<file path="src/rtl/cpu_pkg.sv">
// Shared CPU definitions: datapath width, fetch-stage reset constants and FSM encoding.
package cpu_pkg;

    localparam int unsigned XLEN = 32;

    localparam logic [XLEN-1:0] NOP_INST = 32'h0000_0000;
    localparam logic [XLEN-1:0] RESET_PC = 32'h0000_0000;

    typedef enum logic [1:0] {
        FETCH = 2'd0,
        BUF   = 2'd1,
        DRAIN = 2'd2
    } fetch_state_t;

endpackage

</file>
<file path="src/rtl/fetch_unit_if.sv">
// Instruction-memory request/ack bus between the fetch stage and instruction memory.
interface fetch_unit_if;

    logic                       imem_req;
    logic [cpu_pkg::XLEN-1:0]   imem_addr;
    logic                       imem_ack;
    logic [cpu_pkg::XLEN-1:0]   imem_rdata;

    modport master (
        output imem_req,
        output imem_addr,
        input  imem_ack,
        input  imem_rdata
    );

    modport slave (
        input  imem_req,
        input  imem_addr,
        output imem_ack,
        output imem_rdata
    );

endinterface

</file>
<file path="src/rtl/pc_next_sel.sv">
// Next-PC priority mux: taken branch over jump over sequential PC+4.
module pc_next_sel
    import cpu_pkg::*;
(
    input  logic            branch_taken,
    input  logic [XLEN-1:0] branch_target,
    input  logic            jump,
    input  logic [XLEN-1:0] jump_target,
    input  logic [XLEN-1:0] pc_plus4,
    output logic [XLEN-1:0] next_pc_c,
    output logic            redirect_c
);

    always_comb begin
        next_pc_c  = pc_plus4;
        redirect_c = 1'b0;
        if (branch_taken) begin
            next_pc_c  = branch_target;
            redirect_c = 1'b1;
        end else if (jump) begin
            next_pc_c  = jump_target;
            redirect_c = 1'b1;
        end
    end

endmodule

</file>
<file path="src/rtl/fetch_unit.sv">
// Instruction-fetch stage: owns the PC, sequences variable-latency imem requests,
// buffers a word across load-use stalls and drains stale requests after redirects.
module fetch_unit #(
    parameter logic [cpu_pkg::XLEN-1:0] RESET_PC = cpu_pkg::RESET_PC,
    parameter logic [cpu_pkg::XLEN-1:0] NOP_INST = cpu_pkg::NOP_INST
) (
    input  logic                        clock,
    input  logic                        reset,
    input  logic                        hazard_hold,
    input  logic                        jump,
    input  logic [cpu_pkg::XLEN-1:0]    jump_target,
    input  logic                        branch_taken,
    input  logic [cpu_pkg::XLEN-1:0]    branch_target,
    fetch_unit_if.master                bus,
    output logic [cpu_pkg::XLEN-1:0]    Inst,
    output logic [cpu_pkg::XLEN-1:0]    Pc4,
    output logic                        fetch_stall,
    output logic [cpu_pkg::XLEN-1:0]    pc
);

    import cpu_pkg::*;

    fetch_state_t       state, state_d;
    logic [XLEN-1:0]    pc_d;
    logic [XLEN-1:0]    buf_inst, buf_inst_d;
    logic [XLEN-1:0]    req_addr, req_addr_d;
    logic [XLEN-1:0]    pc_plus4;
    logic [XLEN-1:0]    next_pc;
    logic               redirect;

    assign pc_plus4 = pc + XLEN'(4);

    pc_next_sel u_pc_next_sel (
        .branch_taken  (branch_taken),
        .branch_target (branch_target),
        .jump          (jump),
        .jump_target   (jump_target),
        .pc_plus4      (pc_plus4),
        .next_pc_c     (next_pc),
        .redirect_c    (redirect)
    );

    always_ff @(posedge clock) begin
        if (reset) begin
            state    <= FETCH;
            pc       <= RESET_PC;
            buf_inst <= '0;
            req_addr <= RESET_PC;
        end else begin
            state    <= state_d;
            pc       <= pc_d;
            buf_inst <= buf_inst_d;
            req_addr <= req_addr_d;
        end
    end

    // next_pc already folds in the redirect priority, so it doubles as PC+4 when none is active
    always_comb begin
        state_d    = state;
        pc_d       = pc;
        buf_inst_d = buf_inst;
        req_addr_d = req_addr;
        unique case (state)
            FETCH: begin
                if (bus.imem_ack) begin
                    if (redirect) begin
                        pc_d = next_pc;
                    end else if (hazard_hold) begin
                        buf_inst_d = bus.imem_rdata;
                        state_d    = BUF;
                    end else begin
                        pc_d = next_pc;
                    end
                end else if (redirect) begin
                    req_addr_d = pc;
                    pc_d       = next_pc;
                    state_d    = DRAIN;
                end
            end
            BUF: begin
                if (redirect || !hazard_hold) begin
                    pc_d    = next_pc;
                    state_d = FETCH;
                end
            end
            DRAIN: begin
                if (redirect) begin
                    pc_d = next_pc;
                end
                if (bus.imem_ack) begin
                    state_d = FETCH;
                end
            end
            default: state_d = FETCH;
        endcase
    end

    // Outputs: bubble by default; a word is presented only when it is usable this cycle
    always_comb begin
        bus.imem_req  = 1'b0;
        bus.imem_addr = pc;
        Inst          = NOP_INST;
        Pc4           = pc_plus4;
        fetch_stall   = 1'b1;
        if (!reset) begin
            unique case (state)
                FETCH: begin
                    bus.imem_req = 1'b1;
                    if (bus.imem_ack && !redirect && !hazard_hold) begin
                        Inst        = bus.imem_rdata;
                        fetch_stall = 1'b0;
                    end
                end
                BUF: begin
                    Inst        = buf_inst;
                    fetch_stall = 1'b0;
                end
                DRAIN: begin
                    bus.imem_req  = 1'b1;
                    bus.imem_addr = req_addr;
                end
                default: ;
            endcase
        end
    end

endmodule

</file>
<file path="src/flat_wrapper.sv">
// flat-port wrapper written by rule: the top's interface ports become plain ports
module fetch_unit_flat import cpu_pkg::*;
#(
    parameter logic [cpu_pkg::XLEN-1:0] RESET_PC = cpu_pkg::RESET_PC,
    parameter logic [cpu_pkg::XLEN-1:0] NOP_INST = cpu_pkg::NOP_INST
)
  (clock, reset, hazard_hold, jump, jump_target, branch_taken, branch_target, Inst, Pc4, fetch_stall, pc, bus_imem_req, bus_imem_addr, bus_imem_ack, bus_imem_rdata);
  fetch_unit_if bus_i ();
  input  logic clock;
  input  logic reset;
  input  logic hazard_hold;
  input  logic jump;
  input  logic [cpu_pkg::XLEN-1:0] jump_target;
  input  logic branch_taken;
  input  logic [cpu_pkg::XLEN-1:0] branch_target;
  output logic [cpu_pkg::XLEN-1:0] Inst;
  output logic [cpu_pkg::XLEN-1:0] Pc4;
  output logic fetch_stall;
  output logic [cpu_pkg::XLEN-1:0] pc;
  output wire logic [$bits(bus_i.imem_req)-1:0] bus_imem_req;
  output wire logic [$bits(bus_i.imem_addr)-1:0] bus_imem_addr;
  input wire logic [$bits(bus_i.imem_ack)-1:0] bus_imem_ack;
  input wire logic [$bits(bus_i.imem_rdata)-1:0] bus_imem_rdata;
  assign bus_imem_req = bus_i.imem_req;
  assign bus_imem_addr = bus_i.imem_addr;
  assign bus_i.imem_ack = bus_imem_ack;
  assign bus_i.imem_rdata = bus_imem_rdata;
  fetch_unit #(.RESET_PC(RESET_PC), .NOP_INST(NOP_INST)) u_core (.clock(clock), .reset(reset), .hazard_hold(hazard_hold), .jump(jump), .jump_target(jump_target), .branch_taken(branch_taken), .branch_target(branch_target), .bus(bus_i), .Inst(Inst), .Pc4(Pc4), .fetch_stall(fetch_stall), .pc(pc));
endmodule
</file>
<file path="config.mk">
export PLATFORM = sky130hd
export DESIGN_NAME = fetch_unit_flat
export DESIGN_NICKNAME = d
export VERILOG_FILES = /design/src/rtl/cpu_pkg.sv /design/src/rtl/fetch_unit_if.sv /design/src/rtl/pc_next_sel.sv /design/src/rtl/fetch_unit.sv /design/src/flat_wrapper.sv
export SDC_FILE = /design/constraint.sdc
export NUM_CORES = 1
export LEC_CHECK = 0
export CAP_MARGIN = 20
export CORE_ASPECT_RATIO = 1.2
export CORE_MARGIN = 5
export CORE_UTILIZATION = 32
export DETAILED_ROUTE_END_ITERATION = 10
export PLACE_DENSITY_LB_ADDON = 0.2
export SLEW_MARGIN = 20
export SYNTH_ARGS = -nofsm -noshare
export SYNTH_HDL_FRONTEND = slang
export SYNTH_SLANG_ARGS = --single-unit
</file>
<file path="constraint.sdc">
create_clock -name clock -period 4 [get_ports clock]
set_input_delay 0.4 -clock clock [delete_from_list [all_inputs] [get_ports clock]]
set_output_delay 0.4 -clock clock [all_outputs]
set_load 0.02 [all_outputs]
</file>
=== Yosys cells after proc, flatten, opt, wreduce, memory -nomap -nowiden ===
Index checks and enable logic that the tools add are counted.
W data, S select, Z words.

* $add $sub $neg: 1
* Eq/ne operators: 8
* Muxes and demuxes: 27
* Bitwise logic cells: 2
* Reduce and logical (&&, ||, !) cells: 12

{| class="wikitable"
|+ Operator list
! kind !! number
|-
| $mux W32 || 11
|-
| $pmux W32 S3 || 1
|-
| $pmux W32 S2 || 1
|-
| $add A32 B3 Y32 const B || 1
|-
| $mux W2 || 6
|-
| $mux W1 || 6
|-
| $ne A3 B2 Y1 const B || 2
|-
| $pmux W2 S3 || 1
|-
| $reduce_and A3 Y1 || 2
|-
| $reduce_and A5 Y1 || 1
|-
| $ne A4 B3 Y1 const B || 1
|-
| $reduce_and A4 Y1 || 1
|-
| $ne A3 B3 Y1 const B || 1
|-
| $reduce_bool A3 Y1 || 1
|-
| $eq A2 B1 Y1 const B || 1
|-
| $eq A2 B2 Y1 const B || 1
|-
| $logic_and A1 B1 Y1 || 2
|-
| $logic_not A1 Y1 || 2
|-
| $logic_not A2 Y1 || 1
|-
| $ne A2 B1 Y1 const B || 1
|-
| $ne A2 B2 Y1 const B || 1
|-
| $not A1 Y1 || 2
|-
| $pmux W1 S2 || 1
|-
| $reduce_or A2 Y1 || 1
|-
| $logic_or A1 B1 Y1 || 1
|}

* Register bits: 98
* Output and inout port bits: 130
* Logic and storage cells: 54

=== Logic depth before layout (Yosys ltp) ===
Gate-level depths: netlist of the first run.

* Word-level depth: 8
* Gate-level depth with buffers: 9
* Depth with buffers taken out: 7

=== Hierarchy ===
A second synthesis of the first run with hierarchy kept.

* Cell total of the unflattened synthesis: 859
* Area total of the unflattened synthesis: 6401.1 um^2

{| class="wikitable"
|+ By module, submodules not included
! module !! times used !! cells an instance !! area each (um^2) !! sequential area each (um^2)
|-
| fetch_unit || 1 || 751 || 5689.2 || 1961.9
|-
| pc_next_sel || 1 || 108 || 711.9 || 0.0
|}

=== Least setup slack after synthesis of the first run ===
No wires, ideal clock.

* Path type: flip-flop to output port
* Start point: reg u_core.pc[2] in the netlist's numbering
* End point: out Pc4[22] in the netlist's numbering
* Arrival: 2.094 ns
* Setup slack: 1.506 ns
* Cell stages (with the launch flop): 7
* Path buffers: 1
* Cell sequence: dfxtp_1 ha_1 nand3_1 or3_4 buf_6 nor3_1 xor2_1

* Word-level cells in the longest chain between the ends: 1

{| class="wikitable"
|+ RTL lines
! element !! line !! source
|-
| from (decl) || fetch_unit.sv:18 || <nowiki>output logic [cpu_pkg::XLEN-1:0] pc</nowiki>
|-
| from (signal assigned) || fetch_unit.sv:51 || <nowiki>pc <= pc_d;</nowiki>
|-
| $add A32 B3 Y32 || fetch_unit.sv:31 || <nowiki>assign pc_plus4 = pc + XLEN'(4);</nowiki>
|-
| to (decl) || flat_wrapper.sv:17 || <nowiki>output logic [cpu_pkg::XLEN-1:0] Pc4;</nowiki>
|}

No other way between the ends.

=== Worst setup path after layout of the first run ===
* Start point: reg u_core.pc[14] in the netlist's numbering
* End point: out Pc4[31] in the netlist's numbering

The elaborated chain is that of the path after synthesis.

==> results of run 1 <==
## cells in the mapped netlist (all sizes together) (9+ instances only)
| cell type | count | share of area (%) |
|---|---|---|
| mux2 | 25 | 4.4 |
| xor2 | 9 | 1.2 |
| a221oi | 11 | 1.5 |
| nand2 | 176 | 10 |
| clkbuf | 47 | 2.7 |
| xnor2 | 20 | 2.7 |
| dfxtp | 98 | 30 |
| a22oi | 54 | 6.3 |
| nor3 | 12 | 1.3 |
| o21ai | 44 | 3.5 |
| inv | 18 | 1.0 |
| nor2 | 77 | 4.6 |
| o32ai | 10 | 1.4 |
| buf | 41 | 3.4 |
| a21oi | 92 | 7.2 |
| nand3 | 23 | 1.9 |
## path summary, 6_finish.rpt
path	from	end	slack, ns	depth (start not counted)
max	u_core.pc[14]$_SDFFE_PP0P_	Pc4[31]	0.29	5
min	u_core.req_addr[26]$_SDFFE_PP0P_	u_core.req_addr[26]$_SDFFE_PP0P_	0.45	2
max reg2reg	u_core.state[1]$_SDFFE_PP0P_	u_core.pc[17]$_SDFFE_PP0P_	1.30	7
min reg2reg	u_core.req_addr[26]$_SDFFE_PP0P_	u_core.req_addr[26]$_SDFFE_PP0P_	0.45	2
## state kept, by name, summed over array words and instances (netlist names)
register,flops
u_core.req_addr,32
u_core.buf_inst,32
u_core.pc,32
u_core.state,2
## worst reg2reg max path, cell delays in order, from the launching register on
cell and delay [ns]:
dfxtp_1 0.39, inv_1 0.08, ha_1 0.47, mux2_2 0.51, nand2_1 0.56, nor2_1 0.10, a211o_1 0.31, a32o_1 0.19
## routing by layer
metal / routed length [um] / up-vias / global-route usage [%]
li1: - / 3514 / -
met1: 10710 / 3379 / 25.75
met2: 11980 / 258 / 34.37
met3: 1601 / 39 / 4.752
met4: 690 / 0 / 7.627
met5: 0 / - / 0
## area by class of cell
cell class                      instances  area share [%]
Clock inverter                          6          0.7218
Tap cell                              265           3.609
Antenna cell                            1         0.02724
Clock buffer                           10           2.492
Sequential cell                        98           21.35
Inverter                               18          0.7354
Multi-Input combinational cell        681           44.21
Timing Repair Buffer                  251           26.86
## metrics by stage
step / power [mW] / setup slack (ns)
after floorplan: 1.796 / 1.506
after global placement: 2.318 / 0.7027
after detailed placement: 2.323 / 0.6662
after CTS: 3.238 / 0.3029
after global routing: 3.362 / 0.1288
final: 3.207 / 0.2901
## where the power goes
group          internal, mW  total (mW)  switching [mW]  leakage (nW)
Combinational         0.519        1.15           0.631          2.19
Clock                 0.488       0.907           0.419         0.135
Sequential             1.04        1.15           0.111         0.797
Total                  2.05        3.21            1.16          3.12
## cell families (layout without fill, tap and decap cells)
logic type,count (synthesis),count (layout),share of synthesized area [%]
AND/OR/NAND/NOR,338,338,23.76
AO/OA/AOI/OAI,278,278,28.57
other,0,1,0
multiplexers,31,31,5.282
XOR/XNOR,29,29,3.927
flip-flops,98,98,30.33
buffers and inverters,106,285,7.158
adder cells (fa/ha/maj),5,5,0.9673
## layout by cell type, fill, tap and decap left out, types with 4 or more instances in the layout
master,instances
nor2b_1,5
mux2_2,24
and3_1,6
o22ai_1,5
a2bb2oi_1,5
a22o_1,5
mux2i_1,6
buf_4,20
dfxtp_1,98
a22oi_1,54
o21ai_1,7
ha_1,5
o211ai_1,5
a211o_1,4
clkbuf_16,9
clkdlybuf4s50_1,229
nor2_1,74
a21boi_0,4
xnor2_1,20
nor4_1,5
nor3_1,8
nand3_1,21
nand2b_1,8
nand2_1,175
o32ai_1,10
inv_1,18
a211oi_1,6
a221oi_1,11
xor2_1,9
o21ai_0,36
a21oi_1,91
nand4_1,6
==> impl_metrics.csv, run 1 <==
group,metric,value,unit
place,place.gp.congestion,0.8640,
die,io-pin-count,232,
global_routing,grt_pass1_wl,39.07,mm
setup_path,critPathMaxStageDelay,0.75,ns
clock_network,cts_tree,"yes",
timing,finClkSkew,0.01191,ns
final_layout,multiInputGateArea,4061,sq um
synthesis,synthArstFlopShare,0,%
synthesis,synth_edf_count,0,
final_layout,fillers,1987,
final_layout,final_cell_count_no_fill,1330,
clock_network,cts_root_buffer,"clkbuf_16",
synthesis,yosys_warnings,0,
synthesis,synthCells,885,
die,num_rows,57,
timing,rsz0062_at_grt,"no",
timing,worst_pin_slew,0.8658,ns
die,initial_utilization,32.27,%
timing,finalSetupViolCount,0,
global_routing,antenna_found_initial,1,
timing,fin_crit,3.710,ns
setup_path,critPathTopFamily,"simple AND/OR/NAND/NOR gates",
setup_path,path_cells,"nand4_1 -> nor4_1 -> nand4_1 -> xnor2_1 -> clkdlybuf4s50_1",
setup_path,crit_arrival,3.31,ns
setup_path,cp_num_buf_inv,1,
timing,hold_viol,0,
final_layout,drive_above_1_share,7.989,%
timing,fin_setup_tns,0,ns
setup_path,required,3.60,ns
place,port_buffers,231,
synthesis,ys_ff_latch,98,
final_layout,nets,1166,
global_routing,grt_pass1_vias,6870,
clock_network,insertion_delay,0.35,ns
place,placed_area,8890,sq um
timing,slew_headroom,42.28,%
setup_path,startpoint_type,"flop",
die,die_x,139.8,um
worst_hold_path,hp-class,"flop to flop",
setup_path,cp-end-kind,"output pin",
global_routing,grt_max_degree,75,
drt,routed_via_density,5.406,
drt,wl_per_cell,18.78,um
die,fp.dieH,165.7,um
timing,hold_slack,0.4532,ns
clock_network,postCtsSetupRepairBufs,0,
clock_network,clk_pin_slew,0.08,ns
synthesis,synth_nets,992,
outcome,status,"completed",
synthesis,synthFlopType,"dfxtp_1",
drt,antenna_left,0,
clock_network,cts.sinks,98,
synthesis,netlist_area,6467,sq um
run,cap_violations,0,
global_routing,grt_util_all_layers,20.55,%
final_layout,syn_to_final_growth,42.06,%
power_and_ir_drop,ir_worst_vdd,0.2221,mV
timing,finalCritPeriodShare,92.75,%
place,dp.cells,1313,
final_layout,final_area,9188,sq um
synthesis,synth.avg_cell_area,7.308,sq um
clock_network,h-tree-depth,3,
synthesis,synth-seq-area-share,30.33,%
setup_path,cp_common_cell,"nand4_1",
synthesis,yosysUniqueCellTypes,78,
setup_path,path_class,"flop to output pin",
final_layout,seq_area,1962,sq um
final_layout,final_util,45.85,%
die,core-area,20040,sq um
setup_path,crit_fanout,15,
drt,first_pass_iters,5,
drt,drt_iter0_markers,587,
setup_path,slowest_stage,"nor4_1",
drt,dr_total_vias,7190,
drt,routed_wl,24.98,mm
die,die_area,23160,sq um
clock_network,hold_buffers,0,
power_and_ir_drop,p_leak,3.117,nW
timing,fmax,0.2696,GHz
timing,maxSlewViolCount,0,
clock_network,ctsResizeCount,0,
clock_network,clk_path_buf_depth,2,
power_and_ir_drop,p_per_area,349.1,nW/um^2
drt,drc,0,
global_routing,globalRouteOverflowTotal,0,
place,hpwlAfterDp,17.69,mm
clock_network,numCtsBuffers,9,
No activity file was read; power rests on OpenSTA's default activity.
==> run 2: changes to the inputs <==
--- a/config.mk
+++ b/config.mk
@@ -9,6 +9,7 @@
 export CORE_ASPECT_RATIO = 1.2
 export CORE_MARGIN = 5
 export CORE_UTILIZATION = 32
+export CTS_BUF_LIST = sky130_fd_sc_hd__clkbuf_8
 export DETAILED_ROUTE_END_ITERATION = 10
 export PLACE_DENSITY_LB_ADDON = 0.2
 export SLEW_MARGIN = 20
==> run 2 against run 1 <==
- die area did not move
- routed wire length up 0.24%
- critical path type unchanged
- total power down 7.0%
- combinational power hardly changed
- clock skew increased by 0.0077 ns
- sequential share of layout area increased by 0.24 points
- largest cell class unchanged
- register-to-register slack barely moved
- non-clock buffer count stayed put
- count of clock-buffer cells in the layout decreased by 1
- core utilization fell by 0.51 points
- worst hold slack better by 0.0055 ns
==> impl_metrics.csv, run 2 (same netlist as run 1, synthesis figures left out) <==
group,metric,value,unit
setup_path,cp_common_cell,"nand4_1",
global_routing,grt_pass1_vias,6886,
final_layout,syn_to_final_growth,40.49,%
setup_path,path_cells,"nand4_1 -> nor4_1 -> nand4_1 -> xnor2_1 -> clkdlybuf4s50_1",
clock_network,numCtsBuffers,9,
timing,fin_crit,3.739,ns
place,place.gp.congestion,0.8640,
clock_network,h-tree-depth,3,
timing,maxSlewViolCount,0,
clock_network,postCtsSetupRepairBufs,0,
power_and_ir_drop,combPwrFrac,38.5,%
timing,finalCritPeriodShare,93.46,%
power_and_ir_drop,power.switching,1.135,mW
global_routing,grt_max_degree,75,
timing,fin_setup_tns,0,ns
final_layout,final_cell_mix,"clkdlybuf4s50_1 (229), nand2_1 (175), dfxtp_1 (98), a21oi_1 (91), nor2_1 (74)",
die,fp.dieH,165.7,um
setup_path,critPathMaxStageDelay,0.74,ns
place,port_buffers,231,
global_routing,grtUsageMet2,34.44,%
power_and_ir_drop,ir_worst_vdd,0.1625,mV
global_routing,antenna_found_initial,1,
power_and_ir_drop,power_frac_seq,38.6,%
die,io-pin-count,232,
global_routing,globalRouteOverflowTotal,0,
timing,fmax,0.2675,GHz
die,die_area,23160,sq um
outcome,status,"completed",
power_and_ir_drop,switching_share,38.06,%
global_routing,grt_pass1_wl,39.07,mm
global_routing,grt_util_all_layers,20.62,%
timing,hold_slack,0.4587,ns
worst_hold_path,hp-class,"flop to flop",
power_and_ir_drop,p_int,1.847,mW
power_and_ir_drop,p_leak,3.075,nW
final_layout,fillers,2000,
die,initial_utilization,32.27,%
drt,drt_iter0_markers,528,
setup_path,startpoint_type,"flop",
setup_path,slowest_stage,"nor4_1",
timing,finClkSkew,0.01965,ns
clock_network,ctsResizeCount,0,
drt,antenna_left,0,
clock_network,cts_tree,"yes",
die,num_rows,57,
timing,finalSetupViolCount,0,
timing,worst_pin_slew,0.8674,ns
final_layout,layout_commonest_cell,"clkdlybuf4s50_1",
drt,first_pass_iters,7,
clock_network,cts_root_buffer,"clkbuf_8",
setup_path,path_class,"flop to output pin",
die,core-area,20040,sq um
global_routing,top_usage_layer,"met2",
final_layout,nets,1166,
setup_path,cp_num_buf_inv,1,
timing,rsz0062_at_grt,"no",
final_layout,drive_above_1_share,7.989,%
drt,routed_wl,25.04,mm
clock_network,cts.sinks,98,
drt,dr_total_vias,7195,
drt,drc,0,
setup_path,cp-end-kind,"output pin",
setup_path,crit_arrival,3.34,ns
timing,hold_viol,0,
clock_network,clk_path_buf_depth,2,
drt,routed_via_density,5.410,
place,hpwlAfterDp,17.69,mm
setup_path,required,3.60,ns
clock_network,clk_pin_slew,0.11,ns
drt,wl_per_cell,18.83,um
setup_path,crit_fanout,15,
clock_network,insertion_delay,0.39,ns
run,cap_violations,0,
die,die_x,139.8,um
clock_network,hold_buffers,0,
global_routing,gr-usage-met1,25.82,%
global_routing,use_met3,4.637,%
final_layout,reg_top3,"u_core.buf_inst (32), u_core.pc (32), u_core.req_addr (32)",
power_and_ir_drop,p_per_area,328.1,nW/um^2
power_and_ir_drop,p_clk_share,22.9,%
setup_path,critPathTopFamily,"simple AND/OR/NAND/NOR gates",
timing,slew_headroom,42.18,%
-- run 2: changes by cell type in the layout (fill, tap and decap cells not counted) --
| cell | delta |
|---|---|
| clkbuf_8 | +9 |
| clkbuf_16 | -9 |
| inv_1 | +1 |
| clkbuf_1 | -1 |
-- run 2: layout make-up --
type                       count  area, sq um  area share, %
tap                          265        331.6          3.649
clock buffer                   9        123.9          1.363
sequential                    98         1962          21.59
clock inverter                 7        70.07         0.7711
multi-input combinational    681         4061          44.70
timing repair buffer         251         2467          27.16
inverter                      18        67.56         0.7436
antenna                        1        2.502        0.02754
-- run 2: power groups by stage --
stage / sequential (mW) / clock, mW / combinational [mW]
2_1_floorplan: 1.16 / 0 / 0.639
3_5_place_dp: 1.17 / 0 / 1.15
3_3_place_gp: 1.17 / 0 / 1.15
4_1_cts: 1.15 / 0.709 / 1.16
6_report: 1.15 / 0.683 / 1.15
5_1_grt: 1.16 / 0.745 / 1.23
-- run 2: path summary, 6_finish.rpt --
check / from / end / slack, ns / depth (start not counted)
max: u_core.pc[14]$_SDFFE_PP0P_ / Pc4[31] / 0.26 / 5
min: u_core.req_addr[21]$_SDFFE_PP0P_ / u_core.req_addr[21]$_SDFFE_PP0P_ / 0.46 / 2
max reg2reg: u_core.state[1]$_SDFFE_PP0P_ / u_core.pc[17]$_SDFFE_PP0P_ / 1.30 / 7
min reg2reg: u_core.req_addr[21]$_SDFFE_PP0P_ / u_core.req_addr[21]$_SDFFE_PP0P_ / 0.46 / 2
-- run 2: worst register-to-register path, stage by stage, from the launching register on --
cell and delay (ns):
dfxtp_1 0.40, inv_1 0.08, ha_1 0.48, mux2_2 0.51, nand2_1 0.55, nor2_1 0.10
a211o_1 0.30, a32o_1 0.19
-- run 2: per-stage QoR --
step / setup slack, ns / cells / util, % / cell area (sq um) / power (mW)
2_1_floorplan: 1.506 / 885 / - / 6467 / 1.796
3_3_place_gp: 0.7027 / 1313 / 44.36 / 8890 / 2.318
3_5_place_dp: 0.6662 / 1313 / 44.36 / 8890 / 2.323
4_1_cts: 0.2499 / 1329 / 45.33 / 9084 / 3.013
5_1_grt: 0.07494 / 1330 / 45.34 / 9086 / 3.140
6_report: 0.2615 / 1330 / 45.34 / 9086 / 2.981
-- run 2: layer usage --
metal | vias to the layer above | part of all wire [%]
met1 | 3368 | 43
met4 | 0 | 2.9
met3 | 39 | 6.6
met2 | 285 | 48
li1 | 3503 | -
met5 | - | 0
==> run 3: changes to the inputs <==
==> constraint.sdc (replaced) <==
create_clock -name clock -period 3.85 [get_ports clock]
set_input_delay 0.385 -clock clock [delete_from_list [all_inputs] [get_ports clock]]
set_output_delay 0.385 -clock clock [all_outputs]
set_load 0.02 [all_outputs]
==> run 3 against run 2 <==
- non-clock buffer count is 4 higher
- combinational power increased by 4%
- worst setup slack worse by 0.053 ns
- clock skew shrank 0.0067 ns
- total power grew 9.3%
- largest power group is now combinational logic
==> impl_metrics.csv, run 3 (same netlist as run 1, synthesis figures left out) <==
group,metric,value,unit
outcome,status,"completed",
final_layout,final_cell_mix,"clkdlybuf4s50_1 (229), nand2_1 (175), dfxtp_1 (98), a21oi_1 (91), nor2_1 (74)",
final_layout,final_cell_count_no_fill,1333,
timing,worst_pin_slew,0.8401,ns
die,initial_utilization,32.27,%
drt,routed_wl,25.04,mm
timing,hold_slack,0.4581,ns
timing,finalSetupViolCount,0,
power_and_ir_drop,power,3.258,mW
global_routing,gr-usage-met1,27.01,%
global_routing,grt_max_degree,80,
drt,drt_iter0_markers,621,
global_routing,antenna_found_initial,0,
final_layout,drive_above_1_share,8.427,%
setup_path,path_class,"flop to output pin",
clock_network,clk_pin_slew,0.10,ns
final_layout,reg_top3,"u_core.buf_inst (32), u_core.pc (32), u_core.req_addr (32)",
drt,antenna_left,0,
global_routing,grtUsageMet2,34.04,%
timing,rsz0062_at_grt,"no",
clock_network,cts_tree,"yes",
drt,wl_per_cell,18.78,um
timing,fmax,0.2746,GHz
power_and_ir_drop,ir_worst_vdd,0.1566,mV
timing,finClkSkew,0.01294,ns
worst_hold_path,hp-class,"flop to flop",
global_routing,use_met3,5.271,%
timing,hold_viol,0,
power_and_ir_drop,p_int,2.076,mW
clock_network,h-tree-depth,3,
final_layout,final_util,45.76,%
timing,fin_crit,3.641,ns
clock_network,numCtsBuffers,9,
global_routing,globalRouteOverflowTotal,0,
setup_path,crit_fanout,15,
drt,dr_total_vias,7213,
setup_path,rr_endpoint,"u_core.pc[18]$_SDFFE_PP0P_",
setup_path,required,3.46,ns
setup_path,critPathCapture,"Pc4[31]",
global_routing,top_usage_layer,"met2",
setup_path,startpoint_type,"flop",
clock_network,cts_root_buffer,"clkbuf_8",
setup_path,startpoint,"u_core.pc[14]$_SDFFE_PP0P_",
timing,slew_headroom,43.99,%
timing,finalCritPeriodShare,94.58,%
power_and_ir_drop,power.switching,1.182,mW
clock_network,hold_buffers,0,
place,hpwlAfterDp,17.77,mm
drt,drc,0,
place,port_buffers,231,
global_routing,grt_pass1_wl,39.24,mm
run,cap_violations,0,
clock_network,ctsResizeCount,0,
power_and_ir_drop,p_clk_share,26.4,%
final_layout,layout_commonest_cell,"clkdlybuf4s50_1",
power_and_ir_drop,combPwrFrac,37.0,%
clock_network,insertion_delay,0.39,ns
drt,first_pass_iters,5,
worst_hold_path,holdPathStages,2,
final_layout,insertedDiodeCount,0,
clock_network,cts.sinks,98,
timing,fin_setup_tns,0,ns
power_and_ir_drop,p_per_area,355.3,nW/um^2
drt,routed_via_density,5.411,
die,core-area,20040,sq um
die,io-pin-count,232,
setup_path,cp-end-kind,"output pin",
die,num_rows,57,
place,place.gp.congestion,0.8740,
global_routing,grt_util_all_layers,20.76,%
final_layout,nets,1170,
timing,maxSlewViolCount,0,
clock_network,clk_path_buf_depth,2,
power_and_ir_drop,p_leak,3.127,nW
setup_path,r2r_setup_slack,1.24,ns
global_routing,grt_pass1_vias,6856,
die,die_area,23160,sq um
setup_path,reg2reg_depth,8,
die,die_x,139.8,um
setup_path,r2r_start,"u_core.state[1]$_SDFFE_PP0P_",
power_and_ir_drop,power_frac_seq,36.6,%
setup_path,crit_arrival,3.26,ns
clock_network,postCtsSetupRepairBufs,0,
final_layout,fillers,1981,
place,dp.cells,1317,
final_layout,syn_to_final_growth,41.79,%
power_and_ir_drop,switching_share,36.27,%
die,fp.dieH,165.7,um
## run 3: metrics by stage
stage,instance area (sq um),setup slack [ns]
detailed placement,8920,0.7061
global route,9170,0.06820
floorplan,6467,1.371
CTS,9170,0.2770
finish,9170,0.2087
global placement,8920,0.7334
## run 3: area by class of cell
type / instances / area [sq um] / share of cell area, %
well taps: 265 / 331.6 / 3.616
inverters: 18 / 67.56 / 0.7368
clock buffers: 10 / 137.6 / 1.501
repair buffers: 255 / 2497 / 27.23
flip-flops and latches: 98 / 1962 / 21.39
multi-input cells: 681 / 4061 / 44.29
clock inverters: 6 / 112.6 / 1.228
## run 3: power by group through the flow
stage	logic, mW	registers, mW	clock network [mW]
global route	1.29	1.21	0.921
floorplan	0.664	1.20	0
CTS	1.21	1.19	0.885
detailed placement	1.21	1.22	0
finish	1.20	1.19	0.859
global placement	1.20	1.22	0
## run 3: metal layers
metal  vias up  share of wire, %
li1       3504                 -
met1      3409                43
met2       272                48
met3        28               7.3
met4         0               2.0
met5         -                 0
## run 3: how the worst min path moves through the flow
stage	slack, ns	startpoint	to
global placement	0.44	u_core.req_addr[0]$_SDFFE_PP0P_	u_core.req_addr[0]$_SDFFE_PP0P_
CTS	0.46	u_core.req_addr[19]$_SDFFE_PP0P_	u_core.req_addr[19]$_SDFFE_PP0P_
detailed placement	0.44	u_core.req_addr[26]$_SDFFE_PP0P_	u_core.req_addr[26]$_SDFFE_PP0P_
finish	0.46	u_core.req_addr[4]$_SDFFE_PP0P_	u_core.req_addr[4]$_SDFFE_PP0P_
floorplan	0.43	u_core.req_addr[0]$_SDFFE_PP0P_	u_core.req_addr[0]$_SDFFE_PP0P_
global route	0.47	u_core.req_addr[20]$_SDFFE_PP0P_	u_core.req_addr[20]$_SDFFE_PP0P_
## run 3: worst max-delay path, cell delays in order (launching register included)
cell,delay (ns)
dfxtp_1,0.67
nand4_1,0.38
nor4_1,0.65
nand4_1,0.31
xnor2_1,0.23
clkdlybuf4s50_1,0.64
